<file path="config.mk">
export PLATFORM = sky130hd
export DESIGN_NAME = tinyriscv_lsu
export DESIGN_NICKNAME = d
export VERILOG_FILES = /design/src/rtl/tinyriscv_lsu_pkg.sv /design/src/rtl/tinyriscv_lsu_align.sv /design/src/rtl/tinyriscv_lsu.sv
export SDC_FILE = /design/constraint.sdc
export NUM_CORES = 1
export LEC_CHECK = 0
export ABC_AREA = 1
export BUFFER_PORTS_ARGS = -buffer_cell sky130_fd_sc_hd__buf_2
export CAP_MARGIN = 40
export CORE_ASPECT_RATIO = 1.4
export CORE_MARGIN = 3
export CORE_UTILIZATION = 45
export DETAILED_ROUTE_END_ITERATION = 7
export PLACE_DENSITY = 0.72
export SLEW_MARGIN = 25
export SYNTH_ARGS = -nofsm -noshare
export SYNTH_HDL_FRONTEND = slang
export SYNTH_HIERARCHICAL = 1
export SYNTH_SLANG_ARGS = --single-unit
</file>
<file path="constraint.sdc">
create_clock -name clk -period 3.4 [get_ports clk]
set_clock_uncertainty 0.05 [all_clocks]
set_input_delay 0.68 -clock clk [delete_from_list [all_inputs] [get_ports clk]]
set_output_delay 0.68 -clock clk [all_outputs]
set_load 0.01 [all_outputs]
</file>
<file path="src/rtl/tinyriscv_lsu_pkg.sv">
// Shared types and encodings for the tinyriscv load/store unit.
// Opcode and funct3 values mirror the RV32I base encoding.
package tinyriscv_lsu_pkg;

   localparam int unsigned RISCV_CONFIG_XLEN = 32;

   localparam logic [6:0] RISCV_RV32I_OPCODE_LOAD  = 7'b0000011;
   localparam logic [6:0] RISCV_RV32I_OPCODE_STORE = 7'b0100011;

   localparam logic [2:0] F3_LB  = 3'b000;
   localparam logic [2:0] F3_LH  = 3'b001;
   localparam logic [2:0] F3_LW  = 3'b010;
   localparam logic [2:0] F3_LBU = 3'b100;
   localparam logic [2:0] F3_LHU = 3'b101;

   // funct3[1:0] selects access width, funct3[2] selects zero-extension
   localparam logic [1:0] F3_SIZE_B = 2'b00;
   localparam logic [1:0] F3_SIZE_H = 2'b01;
   localparam logic [1:0] F3_SIZE_W = 2'b10;

   typedef enum logic [1:0] {
      ST_IDLE = 2'd0,
      ST_REQ  = 2'd1,
      ST_WAIT = 2'd2,
      ST_DONE = 2'd3
   } lsu_state_e;

   typedef enum logic [1:0] {
      EXC_NONE       = 2'd0,
      EXC_MISALIGNED = 2'd1,
      EXC_ILLEGAL    = 2'd2,
      EXC_BUS        = 2'd3
   } exc_cause_e;

   function automatic logic funct3_illegal(input logic is_store, input logic [2:0] f3);
      if (is_store) return (f3 >= 3'd3);
      return (f3 == 3'd3) || (f3 == 3'd6) || (f3 == 3'd7);
   endfunction

   function automatic logic addr_misaligned(input logic [2:0] f3, input logic [1:0] lo);
      case (f3[1:0])
         F3_SIZE_H: return lo[0];
         F3_SIZE_W: return (lo != 2'b00);
         default:   return 1'b0;
      endcase
   endfunction

endpackage

</file>
<file path="src/rtl/tinyriscv_lsu_align.sv">
// Combinational lane logic: byte enables, store replication and
// load shift/extension for a 32-bit data bus.
module tinyriscv_lsu_align
   import tinyriscv_lsu_pkg::*;
#(
   parameter int unsigned XLEN = RISCV_CONFIG_XLEN
) (
   input  logic [2:0]      funct3_i,
   input  logic [1:0]      addr_lo_i,
   input  logic [XLEN-1:0] wdata_i,
   input  logic [XLEN-1:0] rdata_i,
   output logic [3:0]      be_o,
   output logic [XLEN-1:0] wdata_o,
   output logic [XLEN-1:0] rdata_o
);

   logic [XLEN-1:0] shifted;
   logic            sext;

   always_comb begin
      shifted = rdata_i >> {addr_lo_i, 3'b000};
      sext    = ~funct3_i[2];
      be_o    = 4'b1111;
      wdata_o = wdata_i;
      rdata_o = shifted;
      case (funct3_i[1:0])
         F3_SIZE_B: begin
            be_o    = 4'b0001 << addr_lo_i;
            wdata_o = {4{wdata_i[7:0]}};
            rdata_o = {{24{sext & shifted[7]}}, shifted[7:0]};
         end
         F3_SIZE_H: begin
            be_o    = 4'b0011 << {addr_lo_i[1], 1'b0};
            wdata_o = {2{wdata_i[15:0]}};
            rdata_o = {{16{sext & shifted[15]}}, shifted[15:0]};
         end
         default: ;
      endcase
   end

endmodule

</file>
<file path="src/rtl/tinyriscv_lsu.sv">
// Load/store unit: one outstanding valid/ready access on the data port,
// aligned writeback and misaligned/illegal/bus-error exceptions.
module tinyriscv_lsu
   import tinyriscv_lsu_pkg::*;
#(
   parameter int unsigned XLEN = RISCV_CONFIG_XLEN
) (
   input  logic            clk,
   input  logic            rst_n,
   input  logic            req_valid,
   output logic            req_ready,
   input  logic [6:0]      req_opcode,
   input  logic [2:0]      req_funct3,
   input  logic [XLEN-1:0] req_addr,
   input  logic [XLEN-1:0] req_wdata,
   input  logic [4:0]      req_rd,
   output logic            mem_valid,
   input  logic            mem_ready,
   output logic            mem_we,
   output logic [XLEN-1:0] mem_addr,
   output logic [3:0]      mem_be,
   output logic [XLEN-1:0] mem_wdata,
   input  logic            mem_rvalid,
   input  logic [XLEN-1:0] mem_rdata,
   input  logic            mem_err,
   output logic            wb_valid,
   output logic            wb_we,
   output logic [4:0]      wb_rd,
   output logic [XLEN-1:0] wb_data,
   output logic            exc,
   output logic [1:0]      exc_cause
);

   lsu_state_e      state_q;
   exc_cause_e      exc_cause_q;
   logic            req_ready_q, mem_valid_q, mem_we_q, wb_valid_q, wb_we_q, exc_q;
   logic [XLEN-1:0] mem_addr_q, mem_wdata_q, wb_data_q;
   logic [3:0]      mem_be_q;
   logic [4:0]      wb_rd_q, rd_q;
   logic [2:0]      funct3_q;
   logic [1:0]      addr_lo_q;
   logic            store_q;

   logic            accept, req_store, req_illegal, req_misaligned;
   logic [2:0]      align_f3;
   logic [1:0]      align_lo;
   logic [3:0]      align_be;
   logic [XLEN-1:0] align_wdata, align_rdata;

   assign accept         = req_valid & req_ready_q;
   assign req_store      = (req_opcode == RISCV_RV32I_OPCODE_STORE);
   assign req_illegal    = funct3_illegal(req_store, req_funct3);
   assign req_misaligned = addr_misaligned(req_funct3, req_addr[1:0]);

   // One aligner serves both directions: store lanes from the live request
   // while idle, load extension from the captured request while waiting.
   assign align_f3 = (state_q == ST_IDLE) ? req_funct3    : funct3_q;
   assign align_lo = (state_q == ST_IDLE) ? req_addr[1:0] : addr_lo_q;

   tinyriscv_lsu_align #(.XLEN(XLEN)) u_align (
      .funct3_i  (align_f3),
      .addr_lo_i (align_lo),
      .wdata_i   (req_wdata),
      .rdata_i   (mem_rdata),
      .be_o      (align_be),
      .wdata_o   (align_wdata),
      .rdata_o   (align_rdata)
   );

   always_ff @(posedge clk or negedge rst_n) begin
      if (!rst_n) begin
         state_q     <= ST_IDLE;
         req_ready_q <= 1'b1;
         mem_valid_q <= 1'b0;
         mem_we_q    <= 1'b0;
         mem_addr_q  <= '0;
         mem_be_q    <= '0;
         mem_wdata_q <= '0;
         wb_valid_q  <= 1'b0;
         wb_we_q     <= 1'b0;
         wb_rd_q     <= '0;
         wb_data_q   <= '0;
         exc_q       <= 1'b0;
         exc_cause_q <= EXC_NONE;
         funct3_q    <= '0;
         addr_lo_q   <= '0;
         rd_q        <= '0;
         store_q     <= 1'b0;
      end else begin
         case (state_q)
            ST_IDLE: if (accept) begin
               req_ready_q <= 1'b0;
               funct3_q    <= req_funct3;
               addr_lo_q   <= req_addr[1:0];
               rd_q        <= req_rd;
               store_q     <= req_store;
               if (req_illegal || req_misaligned) begin
                  state_q     <= ST_DONE;
                  wb_valid_q  <= 1'b1;
                  exc_q       <= 1'b1;
                  exc_cause_q <= req_illegal ? EXC_ILLEGAL : EXC_MISALIGNED;
               end else begin
                  state_q     <= ST_REQ;
                  mem_valid_q <= 1'b1;
                  mem_we_q    <= req_store;
                  mem_addr_q  <= {req_addr[XLEN-1:2], 2'b00};
                  mem_be_q    <= align_be;
                  mem_wdata_q <= req_store ? align_wdata : '0;
               end
            end
            ST_REQ: if (mem_ready) begin
               state_q     <= ST_WAIT;
               mem_valid_q <= 1'b0;
            end
            ST_WAIT: if (mem_rvalid) begin
               state_q    <= ST_DONE;
               wb_valid_q <= 1'b1;
               if (mem_err) begin
                  exc_q       <= 1'b1;
                  exc_cause_q <= EXC_BUS;
               end else if (!store_q) begin
                  wb_we_q   <= 1'b1;
                  wb_rd_q   <= rd_q;
                  wb_data_q <= align_rdata;
               end
            end
            ST_DONE: begin
               state_q     <= ST_IDLE;
               req_ready_q <= 1'b1;
               wb_valid_q  <= 1'b0;
               wb_we_q     <= 1'b0;
               wb_rd_q     <= '0;
               wb_data_q   <= '0;
               exc_q       <= 1'b0;
               exc_cause_q <= EXC_NONE;
            end
         endcase
      end
   end

   assign req_ready = req_ready_q;
   assign mem_valid = mem_valid_q;
   assign mem_we    = mem_we_q;
   assign mem_addr  = mem_addr_q;
   assign mem_be    = mem_be_q;
   assign mem_wdata = mem_wdata_q;
   assign wb_valid  = wb_valid_q;
   assign wb_we     = wb_we_q;
   assign wb_rd     = wb_rd_q;
   assign wb_data   = wb_data_q;
   assign exc       = exc_q;
   assign exc_cause = exc_cause_q;

endmodule

</file>
==> results.txt <==
- The flow ran to the end, but the final reports show violations.
- Violated checks: DRC
* Cell-by-cell listing of the critical path: inv_1 -> ha_1 -> inv_2 -> o21ai_2 -> inv_1 -> nand2_1 -> nand2_2 -> nand2_4 -> nand3_1 -> nand3_1 -> o21ai_1
* Slew at the pin closest to its max-slew limit: roughly 0.73 ns
- Number of placement rows: 51
* Switching Fraction: 42.2%
* DRT Pass-1 Iters: 8
* Power density over the cells: between 900 and 1000 nW/um^2
- Reg clk slew, reported paths: 0.06 ns
- Setup violations remaining at the end of the flow were counted as 0.
- Die W: 107 um
- Fraction of synthesized cell area taken by the top area cell type: a little under half
- Once the floorplan was initialized, standard cells occupied between 40% and 50% of the core.
- Critical Path Fanout Max: 24
- Unrepaired setup endpoints after global routing: false
- Register share of total power: between 20 and 30%
- The kind of cell with the highest combined delay along the critical path is simple AND/OR/NAND/NOR gates.
* All-layer global routing usage: roughly 23%
* Area of placed instances: 7630 sq um
- Wire length per cell: between 10 and 15 um
- Initial antenna violation count: 0
- Input and output buffers added on the ports amount to 227.
* Internal power: 4440 uW
- In this run, synthesis inferred 0 flip-flops with an integrated enable.
* Number of primary I/O pins: 230
- Summing over every cut layer, the via total after detailed routing is slightly above 6k.
- STA classifies the critical path endpoint as a register.
- In this run, post-CTS hold repair placed 0 buffers.
- The die covers around 16000 sq um.
- Relative to the synthesized area, the layout overhead comes to 27.6%.
- Total setup buffers inserted after CTS: 0
- Total of flip-flops plus latches after synthesis: approximately 120
* Synth cell types: 35
- # clock sinks: 124
- The wire-length estimate of the detail-placed layout is roughly 13 mm.
- Number of design-rule violations left by the first detailed-router iteration: roughly 400
* Final critical-path share of the clock period: 78.3%
- Clock tree from TritonCTS: yes
- Number of nets in the layout: ~1.2k
* Die extent in y: 148 um
- Summed area of non-filler cells in the final layout: between 8000 and 9000 sq um
* Logic gate share of total power: about 46%
- Reported net switching power: 3240 uW
- CTS H-tree depth: 4
* Multi-input gate area: roughly 2700 sq um
- The tool flagged a number of max-cap violations equal to 0.
* Worst-case register-to-register setup slack: ~0.74 ns
- Total wirelength of the detailed-routed design: 18.1 mm
- Using the TritonRoute via totals, the vias-per-cell ratio works out to 4.91.
- Fraction of the core area covered by cells at the end of the flow: 58.9%
* Std-Cell Core Area: 14000 sq um
- Yosys warnings: 6
* Post-synthesis cell area: 6480 sq um
* Required time of the worst setup path: ~3.6 ns
- The number of endpoints with negative hold slack in the final report is 0.
- Entering global routing, the biggest net connects 68 pins.
* Count of inserted antenna diode cells: 0
* Seq. cell area: 3100 sq um
- In this run the static leakage power is between 0.004 and 0.005 uW.
- Buf/Inv on CP: 3
- Depth of the critical timing path with buffers and inverters included: 11
- The worst setup path is launched from a register.
* Fin crit period: 2.66 ns
- Measured against its own limit, the worst slew margin works out to about half.
* Slowest cell on the critical path: sky130_fd_sc_hd__o21ai_2
- The filler cells instantiated in the layout total ~1.4k.
* Peak Freq: 376 MHz
- Worst-case setup margin in the final layout: 0.739 ns
- In the synthesized netlist the dominant register cell turns out to be sky130_fd_sc_hd__dfrtp_1.
- Routability congestion estimate from global placement: 0.899
- The cell count after synthesis came out at ~850.
- Cell taking the most area after synthesis: sky130_fd_sc_hd__dfrtp_1
- The clock network is responsible for about a quarter of the overall power.
- Proportion of synthesized flip-flops having asynchronous set or reset: 100%
* CTS max path bufs: 2
* Number of instances resized during post-cts repair: 0
- Number of buffers created by CTS: 17
- In the routed design, unresolved DRC markers number 1.
- In this run the worst hold path is classified as in2async.
* Skew-Pair Late Insertion Delay: around 0.40 ns
* Post-DRT Antenna Nets: 0
- Critical path data arrival time: a little under 3 ns
- Clock Tree Root: sky130_fd_sc_hd__clkbuf_16
- Maximum vdd drop: 0.457 mV
* Pre-CTS setup slack: about 0.8 ns
- Cells on worst reg2reg path: 11
- Global-route wire length before repair: just under 30 mm
- Critical setup path kind: reg2reg
- Sequential element share of the synthesized area: about 48%
* Hold Slack: around 0.21 ns
- Yosys attributes the largest share of cell area to sky130_fd_sc_hd__dfrtp_1, sky130_fd_sc_hd__nand2_1, sky130_fd_sc_hd__nand3_1.
- Summed negative setup slack over all endpoints: 0 ns
- After global routing the overflow that remains totals 0.
* Number of pins with negative max-slew slack in the final report: 0
- After synthesis, the mean cell area works out to about 7.7 sq um.
- Of the cells placed in the final design, the portion with a size suffix greater than 1 is 28.9%.
* Vias in the first global route: roughly 5.8k
- For this run, the slowest stage of the critical path takes about 0.5 ns.
[synthesized netlist by cell type (2+ instances only)]
master / number
sky130_fd_sc_hd__inv_2: 9
sky130_fd_sc_hd__o211ai_1: 8
sky130_fd_sc_hd__nand4_1: 3
sky130_fd_sc_hd__o21ai_1: 43
sky130_fd_sc_hd__nand3_1: 100
sky130_fd_sc_hd__ha_1: 7
sky130_fd_sc_hd__a21oi_1: 15
sky130_fd_sc_hd__buf_2: 15
sky130_fd_sc_hd__nand2_1: 340
sky130_fd_sc_hd__inv_4: 2
sky130_fd_sc_hd__dfrtp_1: 123
sky130_fd_sc_hd__inv_1: 77
sky130_fd_sc_hd__nand3_4: 2
sky130_fd_sc_hd__buf_6: 10
sky130_fd_sc_hd__o21ai_0: 31
sky130_fd_sc_hd__nand2_2: 3
sky130_fd_sc_hd__nor2_1: 6
sky130_fd_sc_hd__nor2_8: 2
sky130_fd_sc_hd__nand2_4: 2
sky130_fd_sc_hd__nor2_2: 2
sky130_fd_sc_hd__buf_4: 16
sky130_fd_sc_hd__clkbuf_1: 13
sky130_fd_sc_hd__nor2_4: 4
sky130_fd_sc_hd__nand3_2: 2
[cell families after synthesis]
kind of cell,count (synthesis),synth area share [%]
compound gates,100,8.22
fa+ha+maj,7,1.35
buf+inv,143,10.7
flops,124,47.9
mux,1,0.174
other cells,1,0.0578
simple gates,470,31.6
[layer usage]
metal	track usage (%)	vias up	part of all wire, %
met5	0	-	0
met4	7.77	0	2.0
met3	4.67	26	6.6
met2	38.0	232	49
met1	29.7	2790	43
li1	-	3080	-
[area by class of cell]
class / instances / share of cell area, %
Inverter: 88 / 4.05
Tap cell: 185 / 2.80
Multi-Input combinational cell: 580 / 32.7
Sequential cell: 124 / 37.5
Clock inverter: 14 / 2.65
Clock buffer: 17 / 5.14
Timing Repair Buffer: 240 / 15.1
[state kept, by name, summed over array words and instances (netlist names)]
register / flops
mem_wdata: 32
wb_data: 32
mem_addr: 30
rd_q: 5
wb_rd: 5
mem_be: 4
funct3_q: 3
addr_lo_q: 2
exc_cause: 2
state_q: 2
exc: 1
mem_valid: 1
mem_we: 1
req_ready: 1
store_q: 1
wb_valid: 1
wb_we: 1
[path summary, 6_finish.rpt]
path / startpoint / endpoint
min in group clk: mem_addr[30] / mem_addr[30]
min: rst_n / mem_addr[2]
max: state_q[1] / wb_data[30]
min reg2reg: mem_addr[30] / mem_addr[30]
max reg2reg: state_q[1] / wb_data[30]
max in group asynchronous: rst_n / req_ready
[power by group through the flow]
stage / clock network [uW] / registers (uW) / logic [uW]
finish: 1980 / 2190 / 3520
global route: 2100 / 2240 / 3970
CTS: 2030 / 2190 / 3530
detailed placement: 0 / 2210 / 3500
global placement: 0 / 2200 / 3460
floorplan: 0 / 2370 / 2340
[through the flow]
stage	total power, uW	cells
after global placement	5660	1217
after CTS	7750	1248
final	7680	1248
after detailed placement	5710	1217
after global routing	8300	1248
after floorplan	4710	847
[placed cells by master (no fill, tap or decap), types with 4 or more instances in the layout]
cell,n
sky130_fd_sc_hd__nor2_4,4
sky130_fd_sc_hd__nand3_1,100
sky130_fd_sc_hd__o21ai_1,43
sky130_fd_sc_hd__bufinv_16,5
sky130_fd_sc_hd__buf_4,12
sky130_fd_sc_hd__ha_1,7
sky130_fd_sc_hd__o211ai_1,8
sky130_fd_sc_hd__nor2_1,6
sky130_fd_sc_hd__inv_2,9
sky130_fd_sc_hd__clkbuf_16,17
sky130_fd_sc_hd__o21ai_0,28
sky130_fd_sc_hd__buf_2,226
sky130_fd_sc_hd__a21oi_1,15
sky130_fd_sc_hd__nand2_1,340
sky130_fd_sc_hd__inv_1,77
sky130_fd_sc_hd__dfrtp_1,123
Note: power is estimated with default switching activity, not from simulation.
